File: src/rtl/text_console.sv
// Character-cell console: prints bytes into a 32x24 text VRAM,
// with CR/LF/BS/FF handling, line wrap, hardware scroll and clear.
module text_console (
  input  logic       clock,
  input  logic       reset,
  input  logic [7:0] in_data,
  input  logic       in_valid,
  output logic       in_ready,
  output logic [9:0] vram_addr,
  output logic [7:0] vram_wdata,
  output logic       vram_we,
  input  logic [7:0] vram_rdata,
  output logic [4:0] cursor_col,
  output logic [4:0] cursor_row,
  output logic       busy
);

  typedef enum logic [2:0] {
    CLEAR, IDLE, WRITE, SCROLL_RD, SCROLL_WR, FILL
  } state_t;

  localparam logic [4:0] LAST_COL  = 5'd31;
  localparam logic [4:0] LAST_ROW  = 5'd23;
  localparam logic [9:0] LAST_CELL = 10'd767;
  localparam logic [9:0] ROW1      = 10'd32;
  localparam logic [9:0] ROW23     = 10'd736;
  localparam logic [7:0] SPACE     = 8'h20;

  state_t     state, state_n;
  logic [9:0] cnt, cnt_n;
  logic [4:0] col, col_n;
  logic [4:0] row, row_n;
  logic [7:0] data, data_n;
  logic       adv, adv_n;

  logic is_cr, is_lf, is_bs, is_ff;

  assign is_cr = in_data == 8'h0D;
  assign is_lf = in_data == 8'h0A;
  assign is_bs = in_data == 8'h08;
  assign is_ff = in_data == 8'h0C;

  always_ff @(posedge clock) begin
    if (reset) begin
      state <= CLEAR;
      cnt   <= '0;
      col   <= '0;
      row   <= '0;
      data  <= '0;
      adv   <= 1'b0;
    end else begin
      state <= state_n;
      cnt   <= cnt_n;
      col   <= col_n;
      row   <= row_n;
      data  <= data_n;
      adv   <= adv_n;
    end
  end

  always_comb begin
    state_n    = state;
    cnt_n      = cnt;
    col_n      = col;
    row_n      = row;
    data_n     = data;
    adv_n      = adv;
    vram_addr  = '0;
    vram_wdata = '0;
    vram_we    = 1'b0;
    in_ready   = 1'b0;
    unique case (state)
      CLEAR: begin
        vram_addr  = cnt;
        vram_wdata = SPACE;
        vram_we    = 1'b1;
        if (cnt == LAST_CELL) begin
          state_n = IDLE;
          cnt_n   = '0;
          col_n   = '0;
          row_n   = '0;
        end else begin
          cnt_n = cnt + 10'd1;
        end
      end
      IDLE: begin
        in_ready = 1'b1;
        if (in_valid) begin
          unique case (1'b1)
            is_cr: col_n = '0;
            is_lf: begin
              if (row == LAST_ROW) begin
                state_n = SCROLL_RD;
                cnt_n   = ROW1;
              end else begin
                row_n = row + 5'd1;
              end
            end
            is_bs: begin
              if (col != '0) begin
                col_n   = col - 5'd1;
                data_n  = SPACE;
                adv_n   = 1'b0;
                state_n = WRITE;
              end
            end
            is_ff: begin
              state_n = CLEAR;
              cnt_n   = '0;
            end
            default: begin
              data_n  = in_data;
              adv_n   = 1'b1;
              state_n = WRITE;
            end
          endcase
        end
      end
      WRITE: begin
        vram_addr  = {row, col};
        vram_wdata = data;
        vram_we    = 1'b1;
        state_n    = IDLE;
        if (adv) begin
          if (col != LAST_COL) begin
            col_n = col + 5'd1;
          end else begin
            col_n = '0;
            if (row != LAST_ROW) begin
              row_n = row + 5'd1;
            end else begin
              state_n = SCROLL_RD;
              cnt_n   = ROW1;
            end
          end
        end
      end
      SCROLL_RD: begin
        vram_addr = cnt;
        state_n   = SCROLL_WR;
      end
      SCROLL_WR: begin
        // rdata now holds the word read one row below this address
        vram_addr  = cnt - ROW1;
        vram_wdata = vram_rdata;
        vram_we    = 1'b1;
        if (cnt == LAST_CELL) begin
          state_n = FILL;
          cnt_n   = ROW23;
        end else begin
          state_n = SCROLL_RD;
          cnt_n   = cnt + 10'd1;
        end
      end
      FILL: begin
        vram_addr  = cnt;
        vram_wdata = SPACE;
        vram_we    = 1'b1;
        if (cnt == LAST_CELL) begin
          state_n = IDLE;
          cnt_n   = '0;
        end else begin
          cnt_n = cnt + 10'd1;
        end
      end
      default: begin
        state_n = CLEAR;
        cnt_n   = '0;
      end
    endcase
    if (reset) begin
      vram_we  = 1'b0;
      in_ready = 1'b0;
    end
  end

  assign busy       = ~in_ready;
  assign cursor_col = col;
  assign cursor_row = row;

endmodule

File: config.mk
export PLATFORM = sky130hd
export DESIGN_NAME = text_console
export DESIGN_NICKNAME = d
export VERILOG_FILES = /design/src/rtl/text_console.sv
export SDC_FILE = /design/constraint.sdc
export NUM_CORES = 1
export LEC_CHECK = 0
export ABC_CLOCK_PERIOD_IN_PS = 2600
export BUFFER_PORTS_ARGS = -buffer_cell sky130_fd_sc_hd__buf_2
export CAP_MARGIN = 20
export CORE_ASPECT_RATIO = 1.75
export CORE_UTILIZATION = 50
export CTS_CLUSTER_DIAMETER = 30
export DETAILED_ROUTE_END_ITERATION = 10
export GPL_ROUTABILITY_DRIVEN = 0
export PLACE_DENSITY = 0.82
export SYNTH_ARGS = -nofsm -noshare
export SYNTH_HDL_FRONTEND = slang
export SYNTH_SLANG_ARGS = --single-unit
File: constraint.sdc
create_clock -name clock -period 2.6 [get_ports clock]
set_clock_uncertainty 0.15 [all_clocks]
set_input_delay 0.13 -clock clock [delete_from_list [all_inputs] [get_ports clock]]
set_output_delay 0.13 -clock clock [all_outputs]
set_load 0.01 [all_outputs]
==> impl_metrics.env, run 1 <==
export IMPL_fmax_ghz=0.395
export IMPL_clock_sinks=32
export IMPL_start_util_pct=52.0
export IMPL_io_buffers=49
export IMPL_dr_first_iter_drc_count=112
export IMPL_antenna_found_initial=0
export IMPL_max_cap_viol_count=0
export IMPL_dieArea_um2=5440
export IMPL_layout_nets=406
export IMPL_critPathCapture="cursor_col[1]$_SDFFE_PP0P_"
export IMPL_startpoint="in_data[5]"
export IMPL_antenna_cells=0
export IMPL_clock_latency_ps=290
export IMPL_start_kind="input port"
export IMPL_clock_tree_root_cell="clkbuf_8"
export IMPL_hold_violations=0
export IMPL_grt_overflow=0
export IMPL_yosysTopAreaCellShare_pct=25.0
export IMPL_clockPowerShare_pct=42.0
export IMPL_grt_max_degree=38
export IMPL_status="finished, final reports clean"
export IMPL_async_flop_share_pct=0
export IMPL_die_w_um=56.2
export IMPL_worstSetupPathType="input port to flop"
export IMPL_num_rows=34
export IMPL_power_density_nw_per_um2=329
export IMPL_grt_first_pass_wirelength_um=12300
export IMPL_end_kind="flop"
export IMPL_finalSetupViolations=0
export IMPL_path_cells="dlygate4sd3_1, buf_2, or4b_4, or2_4, o31a_1, a2111oi_0, a211oi_1"
export IMPL_p_leak_nw=1.17
export IMPL_syn_instance_count=330
export IMPL_power_frac_seq_pct=50.3
export IMPL_clk_pin_slew_ps=60
export IMPL_r2r_slack_ps=150
export IMPL_cts_max_level=2
export IMPL_post_route_util_pct=61.2
export IMPL_syn_avg_cell_area_um2=7.78
export IMPL_cp_top_family="compound AO/OA/AOI/OAI gates"
export IMPL_hpwl_um=5610
export IMPL_drc_errors=0
export IMPL_ys_warn_count=0
export IMPL_place_area_um2=2900
export IMPL_first_pass_iters=4
export IMPL_switching_share_pct=23.5
export IMPL_drive_gt1_share_pct=22.2
export IMPL_ys_flop_type="dfxtp_1"
export IMPL_maxSlewViolCount=0
export IMPL_rsz0062_at_grt="false"
export IMPL_cts_resized=0
export IMPL_synth_edff_count=0
export IMPL_internal_power_mw=0.761
export IMPL_route_antenna_remaining_nets=0
export IMPL_path_depth=7
export IMPL_io_pins=50
export IMPL_syn_cell_area_um2=2570
export IMPL_fin_crit_ps=2530
export IMPL_wl_um=7450
export IMPL_area_delta_synth_final_pct=17.6
export IMPL_fp_coreArea_um2=4930
export IMPL_via_count=2820
export IMPL_final_cell_area_um2=3020
export IMPL_r2r_end="cursor_col[3]$_SDFFE_PP0P_"
export IMPL_period_share_pct=97.3
export IMPL_timing_rr_start="cursor_col[0]$_SDFFE_PP0P_"
export IMPL_worst_pin_slew_ps=700
export IMPL_peakVddDrop_mv=0.428
export IMPL_ys_seq_area_share_pct=25.0
export IMPL_cpMaxStageDelayCell="or4b_4"
export IMPL_cts_tree="built"
export IMPL_cts_buffers=5
export IMPL_via_per_inst=6.51
export IMPL_switchingPower_mw=0.234
export IMPL_yosys_top_cells_count="dfxtp_1, nor2_1, nand2_1"
export IMPL_cts_buffer_depth=2
export IMPL_track_usage_pct=27.9
export IMPL_die_h_um=96.8
export IMPL_wl_per_cell_um=17.2
export IMPL_hold_class="input port to flop"
export IMPL_ys_ff_latch=32
export IMPL_cpPeakStageDelay_ps=550
export IMPL_worstRegToRegCells=8
export IMPL_synth_largest_area_cell="dfxtp_1"
export IMPL_crit_buf_inv=2
export IMPL_crit_arrival_ps=2530
export IMPL_ys_types=69
export IMPL_synth_area_leaders="dfxtp_1, mux2i_1, nor2_1"
export IMPL_first_global_vias=2702
export IMPL_tns_ps=0
export IMPL_cp_data_required_time_ps=2600
export IMPL_comb_power_share_pct=7.7
export IMPL_synth_nets=357
export IMPL_maxSlewHeadroom_pct=52.7
export IMPL_cp_max_fo=5
-- registers in the layout (all words and copies together), names as in the netlist --
signal	flops
adv	1
cnt	10
cursor_col	5
cursor_row	5
data	8
state	3
-- per-layer routing --
metal	wire (um)	track usage, %	share of wire, %
met2	4090	52.7	55
met4	300	14.6	4.0
met1	2710	29.0	36
met5	0	0	0
met3	356	2.94	4.8
-- area by class of cell --
cell class	count	area, um^2
fillers	458	1910
repair buffers	66	390
well taps	54	67.6
flip-flops and latches	32	641
multi-input cells	260	1770
clock buffers	7	96.3
inverters	14	52.6
-- logic make-up after synthesis --
group / Yosys count / synth area share, %
AND/OR/NAND/NOR: 118 / 25.7
AO/OA/AOI/OAI: 113 / 31.6
buffers and inverters: 38 / 5.99
flip-flops: 32 / 25.0
multiplexers: 15 / 5.85
adder cells (fa/ha/maj): 8 / 3.90
XOR/XNOR: 6 / 2.05
-- through the flow --
step	hold slack (ps)	total power [mW]	std cells	setup WS, ps
after floorplan	123	0.549	330	349
after global placement	256	0.583	424	276
after detailed placement	258	0.584	424	263
after CTS	3.29	1.00	433	112
after global routing	21.9	1.02	433	26.8
final	3.53	0.995	433	69.8
-- layout by cell type (no fill, tap or decap), types with 3 or more instances in the layout --
cell type and n:
nand2b_1 4, nor4_1 4, a221oi_1 3, clkbuf_8 7, a31oi_1 7, o22ai_1 6
and3_1 5, a2111oi_0 4, ha_1 8, nand2_1 25, nor2b_1 6, a22oi_1 10
o21a_1 3, buf_4 14, o31ai_1 4, buf_2 49, o211ai_1 3, a21oi_1 21
dfxtp_1 32, xnor2_1 5, o311ai_1 4, a22o_1 3, inv_1 13, nor2_1 32
o21ai_0 18, a211oi_1 5, nor4b_1 4, nor3_1 10, nand3_1 7, mux2i_1 15
-- power by group through the flow --
stage	registers [mW]	clock network, mW	logic (mW)
after floorplan	0.510	0	0.0392
after global placement	0.511	0	0.0717
after detailed placement	0.511	0	0.0728
after CTS	0.500	0.424	0.0757
after global routing	0.501	0.437	0.0840
final	0.500	0.418	0.0764
-- repair_timing --
item	4_1_cts	5_1_grt
endpoints found under the setup margin	0	0
setup buffers	0	0
endpoints found under the hold margin	2	0
hold buffers	2	0
-- worst min-delay path by stage --
stage / startpoint / endpoint / slack (ps) / cells after the start
after floorplan: in_data[5] / data[5]$_SDFFE_PP0P_ / 120 / 2
after global placement: in_data[7] / data[7]$_SDFFE_PP0P_ / 260 / 3
after detailed placement: in_data[7] / data[7]$_SDFFE_PP0P_ / 260 / 3
after CTS: in_data[4] / data[4]$_SDFFE_PP0P_ / 3 / 3
after global routing: in_data[4] / data[4]$_SDFFE_PP0P_ / 20 / 3
final: in_data[4] / data[4]$_SDFFE_PP0P_ / 4 / 3
-- worst register-to-register path, delay by kind of cell, from the launching register on --
kind	cells	cell delay (ps)
DFF	1	380
and+or+nand+nor	3	930
AOI/OAI and AO/OA	3	410
adders and majority gates	2	480
No activity file was read; power rests on OpenSTA's default activity.
==> inputs of run 2 (changes only) <==
==> config.mk (replaced) <==
export PLATFORM = sky130hd
export DESIGN_NAME = text_console
export DESIGN_NICKNAME = d
export VERILOG_FILES = /design/src/rtl/text_console.sv
export SDC_FILE = /design/constraint.sdc
export NUM_CORES = 1
export LEC_CHECK = 0
export ABC_CLOCK_PERIOD_IN_PS = 2420
export BUFFER_PORTS_ARGS = -buffer_cell sky130_fd_sc_hd__buf_2
export CAP_MARGIN = 20
export CORE_ASPECT_RATIO = 1.75
export CORE_UTILIZATION = 40
export CTS_CLUSTER_DIAMETER = 30
export DETAILED_ROUTE_END_ITERATION = 10
export GPL_ROUTABILITY_DRIVEN = 0
export PLACE_DENSITY = 0.7
export SYNTH_ARGS = -nofsm -noshare
export SYNTH_HDL_FRONTEND = slang
export SYNTH_SLANG_ARGS = --single-unit
==> constraint.sdc (replaced) <==
create_clock -name clock -period 2.42 [get_ports clock]
set_clock_uncertainty 0.15 [all_clocks]
set_input_delay 0.121 -clock clock [delete_from_list [all_inputs] [get_ports clock]]
set_output_delay 0.121 -clock clock [all_outputs]
set_load 0.01 [all_outputs]
==> run 2 against run 1 <==
Setup slack worse by 61 ps. Via count up 0.18%. Core utilization down 10 points. Wire length up 5.6%. Clock-buffer cell count unchanged. Register-to-register slack about the same. Flip-flop and latch count unchanged. Non-clock buffer count up 9. Combinational power up 19%. Critical path depth unchanged. Sequential power up 6.8%. Largest cell class unchanged.
==> impl_metrics.env, run 2 (synthesis results as in run 1) <==
export IMPL_multi_input_area_um2=1790
export IMPL_finalSetupViolations=0
export IMPL_post_route_util_pct=51.1
export IMPL_largest_reg_flops=10
export IMPL_io_buffers=49
export IMPL_hold_violations=0
export IMPL_hold_class="input port to flop"
export IMPL_holdWs_ps=17.5
export IMPL_cts_buffer_depth=2
export IMPL_cts_setup_buffers=0
export IMPL_nFillCells=619
export IMPL_p_leak_nw=1.23
export IMPL_worstSetupPathType="input port to flop"
export IMPL_place_ws_ps=126
export IMPL_antenna_found_initial=0
export IMPL_clock_latency_ps=300
export IMPL_clk_pin_slew_ps=70
export IMPL_end_kind="flop"
export IMPL_clock_tree_root_cell="clkbuf_8"
export IMPL_drc_errors=0
export IMPL_regMostFlops="cnt"
export IMPL_io_pins=50
export IMPL_worst_pin_slew_ps=654
export IMPL_drive_gt1_share_pct=24.9
export IMPL_peakVddDrop_mv=0.398
export IMPL_antenna_cells=0
export IMPL_reg_largest_list="cnt: 10 flops, data: 8 flops"
export IMPL_dr_first_iter_drc_count=108
export IMPL_fin_crit_ps=2410
export IMPL_die_w_um=62.6
export IMPL_grt_overflow=0
export IMPL_grt_max_degree=33
export IMPL_via_count=2825
export IMPL_mostFrequentLayoutCell="buf_2"
export IMPL_maxSlewHeadroom_pct=56.3
export IMPL_wl_um=7870
export IMPL_start_kind="input port"
export IMPL_cp_max_fo=5
export IMPL_area_delta_synth_final_pct=23.1
export IMPL_fin_ws_ps=8.48
export IMPL_final_cell_area_um2=3160
export IMPL_clock_sinks=32
export IMPL_period_share_pct=99.6
export IMPL_rsz0062_at_grt="true"
export IMPL_final_cell_mix="buf_2, nor2_1, dfxtp_1, nand2_1, buf_4"
export IMPL_place_area_um2=2980
export IMPL_finalPower_mw=1.21
export IMPL_hpwl_um=5880
export IMPL_grt_first_pass_wirelength_um=12800
export IMPL_via_per_inst=6.02
export IMPL_start_util_pct=41.5
export IMPL_cts_max_level=2
export IMPL_dieArea_um2=6760
export IMPL_power_density_nw_per_um2=383
export IMPL_cp_data_required_time_ps=2420
export IMPL_seq_area_um2=642
export IMPL_first_pass_iters=5
export IMPL_route_antenna_remaining_nets=0
export IMPL_max_cap_viol_count=0
export IMPL_track_usage_pct=23.7
export IMPL_layout_nets=415
export IMPL_wl_per_cell_um=16.8
export IMPL_maxSlewViolCount=0
export IMPL_die_h_um=108
export IMPL_cts_buffers=5
export IMPL_fp_coreArea_um2=6180
export IMPL_cts_tree="built"
export IMPL_num_rows=38
export IMPL_fmax_ghz=0.415
export IMPL_status="finished, final reports clean"
export IMPL_first_global_vias=2819
export IMPL_crit_arrival_ps=2420
==> run 2: cell count changes in the layout (fill, tap and decap cells not counted) <==
cell | before | now
buf_12 | 1 | 0
a2111oi_0 | 4 | 2
nor4b_2 | 0 | 1
a2111oi_2 | 0 | 2
buf_4 | 14 | 23
dlygate4sd3_1 | 2 | 3
dfxtp_1 | 32 | 31
nor4b_1 | 4 | 3
bufinv_16 | 0 | 1
dfxtp_2 | 0 | 1
==> run 2: repair_timing <==
item | in CTS | in global routing
hold endpoints to repair | 3 | 0
hold buffers | 3 | 0
gates resized for setup | 0 | 6
endpoints found under the setup margin | 0 | 13
==> run 2: cell type report <==
cell class / instances / area share (%)
Multi-Input combinational cell: 260 / 56.7
Sequential cell: 32 / 20.3
Timing Repair Buffer: 75 / 14.2
Tap cell: 80 / 3.17
Clock buffer: 7 / 3.05
Inverter: 14 / 1.66
Clock inverter: 1 / 0.950
==> run 2: where the power goes <==
group / leakage (nW) / total [mW] / switching [mW] / internal (mW)
clock: 0.0645 / 0.586 / 0.222 / 0.364
combinational: 0.910 / 0.0907 / 0.0530 / 0.0377
sequential: 0.259 / 0.534 / 0.00397 / 0.531
==> run 2: worst paths after layout <==
path                                             from  cells after the start  slack, ps                          to
worst min-delay path                       in_data[3]                      4         20        data[3]$_SDFFE_PP0P_
worst max-delay path                       in_data[7]                      7          8  cursor_col[3]$_SDFFE_PP0P_
worst max register to register  state[1]$_SDFFE_PP0P_                      6        140         cnt[5]$_SDFFE_PP0P_
worst min register to register   data[1]$_SDFFE_PP0P_                      2        350        data[1]$_SDFFE_PP0P_
==> run 2: routing by layer <==
| layer | up-vias | share of wire [%] | track usage [%] |
|---|---|---|---|
| li1 | 1371 | - | - |
| met1 | 1330 | 38 | 23.2 |
| met2 | 92 | 54 | 44.5 |
| met3 | 32 | 4.2 | 4.54 |
| met4 | 0 | 4.6 | 15.9 |
| met5 | - | 0 | 0 |
==> run 2: worst max-delay path, stage by stage <==
cell	delay, ps
dlygate4sd3_1	530
buf_2	140
or4b_4	530
or2_4	290
o31a_1	370
o311ai_1	320
o41ai_1	120
==> run 2: through the flow <==
stage                     std cells  TNS (ps)
after floorplan                 330         0
after global placement          458         0
after detailed placement        458         0
after CTS                       469         0
after global routing            469     -78.1
final                           469         0
==> inputs of run 3 (changes only) <==
--- a/config.mk
+++ b/config.mk
@@ -6,14 +6,14 @@
 export NUM_CORES = 1
 export LEC_CHECK = 0
 export ABC_CLOCK_PERIOD_IN_PS = 2420
-export BUFFER_PORTS_ARGS = -buffer_cell sky130_fd_sc_hd__buf_2
 export CAP_MARGIN = 20
 export CORE_ASPECT_RATIO = 1.75
 export CORE_UTILIZATION = 40
 export CTS_CLUSTER_DIAMETER = 30
 export DETAILED_ROUTE_END_ITERATION = 10
+export DONT_BUFFER_PORTS = 1
 export GPL_ROUTABILITY_DRIVEN = 0
-export PLACE_DENSITY = 0.7
+export PLACE_DENSITY = 0.63
 export SYNTH_ARGS = -nofsm -noshare
 export SYNTH_HDL_FRONTEND = slang
 export SYNTH_SLANG_ARGS = --single-unit
==> run 3 against run 2 <==
Sequential power about the same. Critical path depth shrank 2. First-iteration DRC count rose by 11%. Non-clock buffer count decreased by 28. Core utilization decreased by 2.0 points. Flip-flop and latch count is the same. Setup slack improved by 170 ps. Clock-buffer cell count is 2 lower. Worst hold slack better by 3.4 ps. Final cell count down 6.6%. Largest cell class unchanged. Largest power group is now registers.
==> impl_metrics.env, run 3 (synthesis results as in run 1) <==
export IMPL_cts_max_level=2
export IMPL_drive_gt1_share_pct=15.4
export IMPL_first_pass_iters=4
export IMPL_cp_max_fo=13
export IMPL_regMostFlops="cnt"
export IMPL_worst_pin_slew_ps=492
export IMPL_timing_rr_start="cursor_col[0]$_SDFFE_PP0P_"
export IMPL_clk_pin_slew_ps=60
export IMPL_start_util_pct=41.5
export IMPL_antenna_cells=0
export IMPL_rsz0062_at_grt="false"
export IMPL_fin_crit_ps=2240
export IMPL_grt_util_met3_pct=3.90
export IMPL_clock_tree_root_cell="clkbuf_8"
export IMPL_hold_violations=0
export IMPL_grt_max_degree=31
export IMPL_antenna_found_initial=0
export IMPL_r2r_slack_ps=180
export IMPL_cts_tree="built"
export IMPL_hold_class="input port to flop"
export IMPL_worstRegToRegCells=9
export IMPL_maxSlewViolCount=0
export IMPL_grt_overflow=0
export IMPL_cts_buffers=5
export IMPL_reg_largest_list="cnt: 10 flops, data: 8 flops"
export IMPL_placed_cells=421
export IMPL_fp_coreArea_um2=6180
export IMPL_worstSetupPathType="flop to output port"
export IMPL_p_leak_nw=1.08
export IMPL_met1_usage_pct=24.2
export IMPL_io_buffers=0
export IMPL_crit_arrival_ps=1970
export IMPL_busiest_layer="met2"
export IMPL_place_area_um2=2830
export IMPL_min_from="in_valid"
export IMPL_final_cell_mix="buf_4, nor2_1, dfxtp_1, nand2_1, a21oi_1"
export IMPL_hpwl_um=5740
export IMPL_via_count=2687
export IMPL_drc_errors=0
export IMPL_place_ws_ps=115
export IMPL_cts_buffer_depth=2
export IMPL_peakVddDrop_mv=0.341
export IMPL_via_per_inst=6.13
export IMPL_end_kind="output port"
export IMPL_route_antenna_remaining_nets=0
export IMPL_first_global_vias=2560
export IMPL_grt_first_pass_wirelength_um=12600
export IMPL_num_rows=38
export IMPL_whs_endpoint="data[5]$_SDFFE_PP0P_"
export IMPL_wl_per_cell_um=17.9
export IMPL_power_density_nw_per_um2=326
export IMPL_mostFrequentLayoutCell="buf_4"
export IMPL_track_usage_pct=23.9
export IMPL_io_pins=50
export IMPL_die_w_um=62.6
export IMPL_clock_sinks=32
export IMPL_clock_latency_ps=290
export IMPL_wl_um=7850
export IMPL_finalPower_mw=0.990
export IMPL_max_cap_viol_count=0
export IMPL_area_delta_synth_final_pct=18.2
export IMPL_layout_nets=387
export IMPL_period_share_pct=92.7
export IMPL_final_cell_area_um2=3030
export IMPL_status="finished, final reports clean"
export IMPL_globalRouteMet2Util_pct=46.6
export IMPL_r2r_end="cnt[5]$_SDFFE_PP0P_"
export IMPL_die_h_um=108
export IMPL_cts_setup_buffers=0
export IMPL_cp_data_required_time_ps=2150
export IMPL_start_kind="flop"
export IMPL_fin_cells=438
export IMPL_min_delay_path_depth=3
export IMPL_dr_first_iter_drc_count=120
export IMPL_finalSetupViolations=0
export IMPL_tns_ps=0
export IMPL_nFillCells=609
export IMPL_fmax_ghz=0.446
export IMPL_dieArea_um2=6760
export IMPL_largest_reg_flops=10
export IMPL_maxSlewHeadroom_pct=66.7
export IMPL_fin_ws_ps=176
==> run 3: changes by cell type in the layout (fill, tap and decap cells not counted), sizes merged <==
cell / delta
buf: -36
clkbuf: -2
dlygate4sd3: +8
bufinv: -1
==> run 3: repair_timing <==
item	in CTS	in global routing
setup endpoints to repair	0	8
hold buffers	12	0
resized for setup	0	1
hold endpoints to repair	31	0
==> run 3: worst max-delay path by stage <==
stage	end	from	cells past startpoint
2_1_floorplan	cursor_col[1]$_SDFFE_PP0P_	cnt[0]$_SDFFE_PP0P_	7
3_3_place_gp	data[5]$_SDFFE_PP0P_	cursor_col[0]$_SDFFE_PP0P_	7
3_5_place_dp	data[4]$_SDFFE_PP0P_	cursor_col[0]$_SDFFE_PP0P_	7
4_1_cts	data[4]$_SDFFE_PP0P_	cursor_col[0]$_SDFFE_PP0P_	7
5_1_grt	vram_addr[9]	state[2]$_SDFFE_PP0P_	5
6_report	vram_addr[9]	state[2]$_SDFFE_PP0P_	5
==> run 3: final cells by class <==
| class | instances | area, um^2 | share of cell area, % |
|---|---|---|---|
| multi-input cells | 260 | 1780 | 58.6 |
| flip-flops and latches | 32 | 641 | 21.1 |
| inverters | 14 | 52.6 | 1.73 |
| repair buffers | 47 | 393 | 12.9 |
| well taps | 80 | 100 | 3.30 |
| clock buffers | 5 | 68.8 | 2.27 |
==> run 3: routing by layer <==
| layer | wire, um | part of all wire, % |
|---|---|---|
| met1 | 2990 | 38 |
| met2 | 4330 | 55 |
| met3 | 277 | 3.5 |
| met4 | 254 | 3.2 |
| met5 | 0 | 0 |
==> run 3: power by group <==
part           leakage [nW]  internal [mW]  switching (mW)
combinational         0.784         0.0366          0.0419
sequential            0.258          0.531         0.00261
clock                0.0359          0.185           0.192
==> run 3: worst max-delay path, cell delays in order, from the launching register on <==
cell     delay, ps
dfxtp_1        640
inv_1          320
nor4b_1        360
a21oi_1         70
o22ai_1        150
buf_4          150
==> run 3: metrics by stage <==
| step | hold slack [ps] | utilization (%) |
|---|---|---|
| 2_1_floorplan | 114 | - |
| 3_3_place_gp | 45.0 | 45.8 |
| 3_5_place_dp | 46.9 | 45.8 |
| 4_1_cts | 15.2 | 49.0 |
| 5_1_grt | 46.0 | 49.1 |
| 6_report | 20.9 | 49.1 |
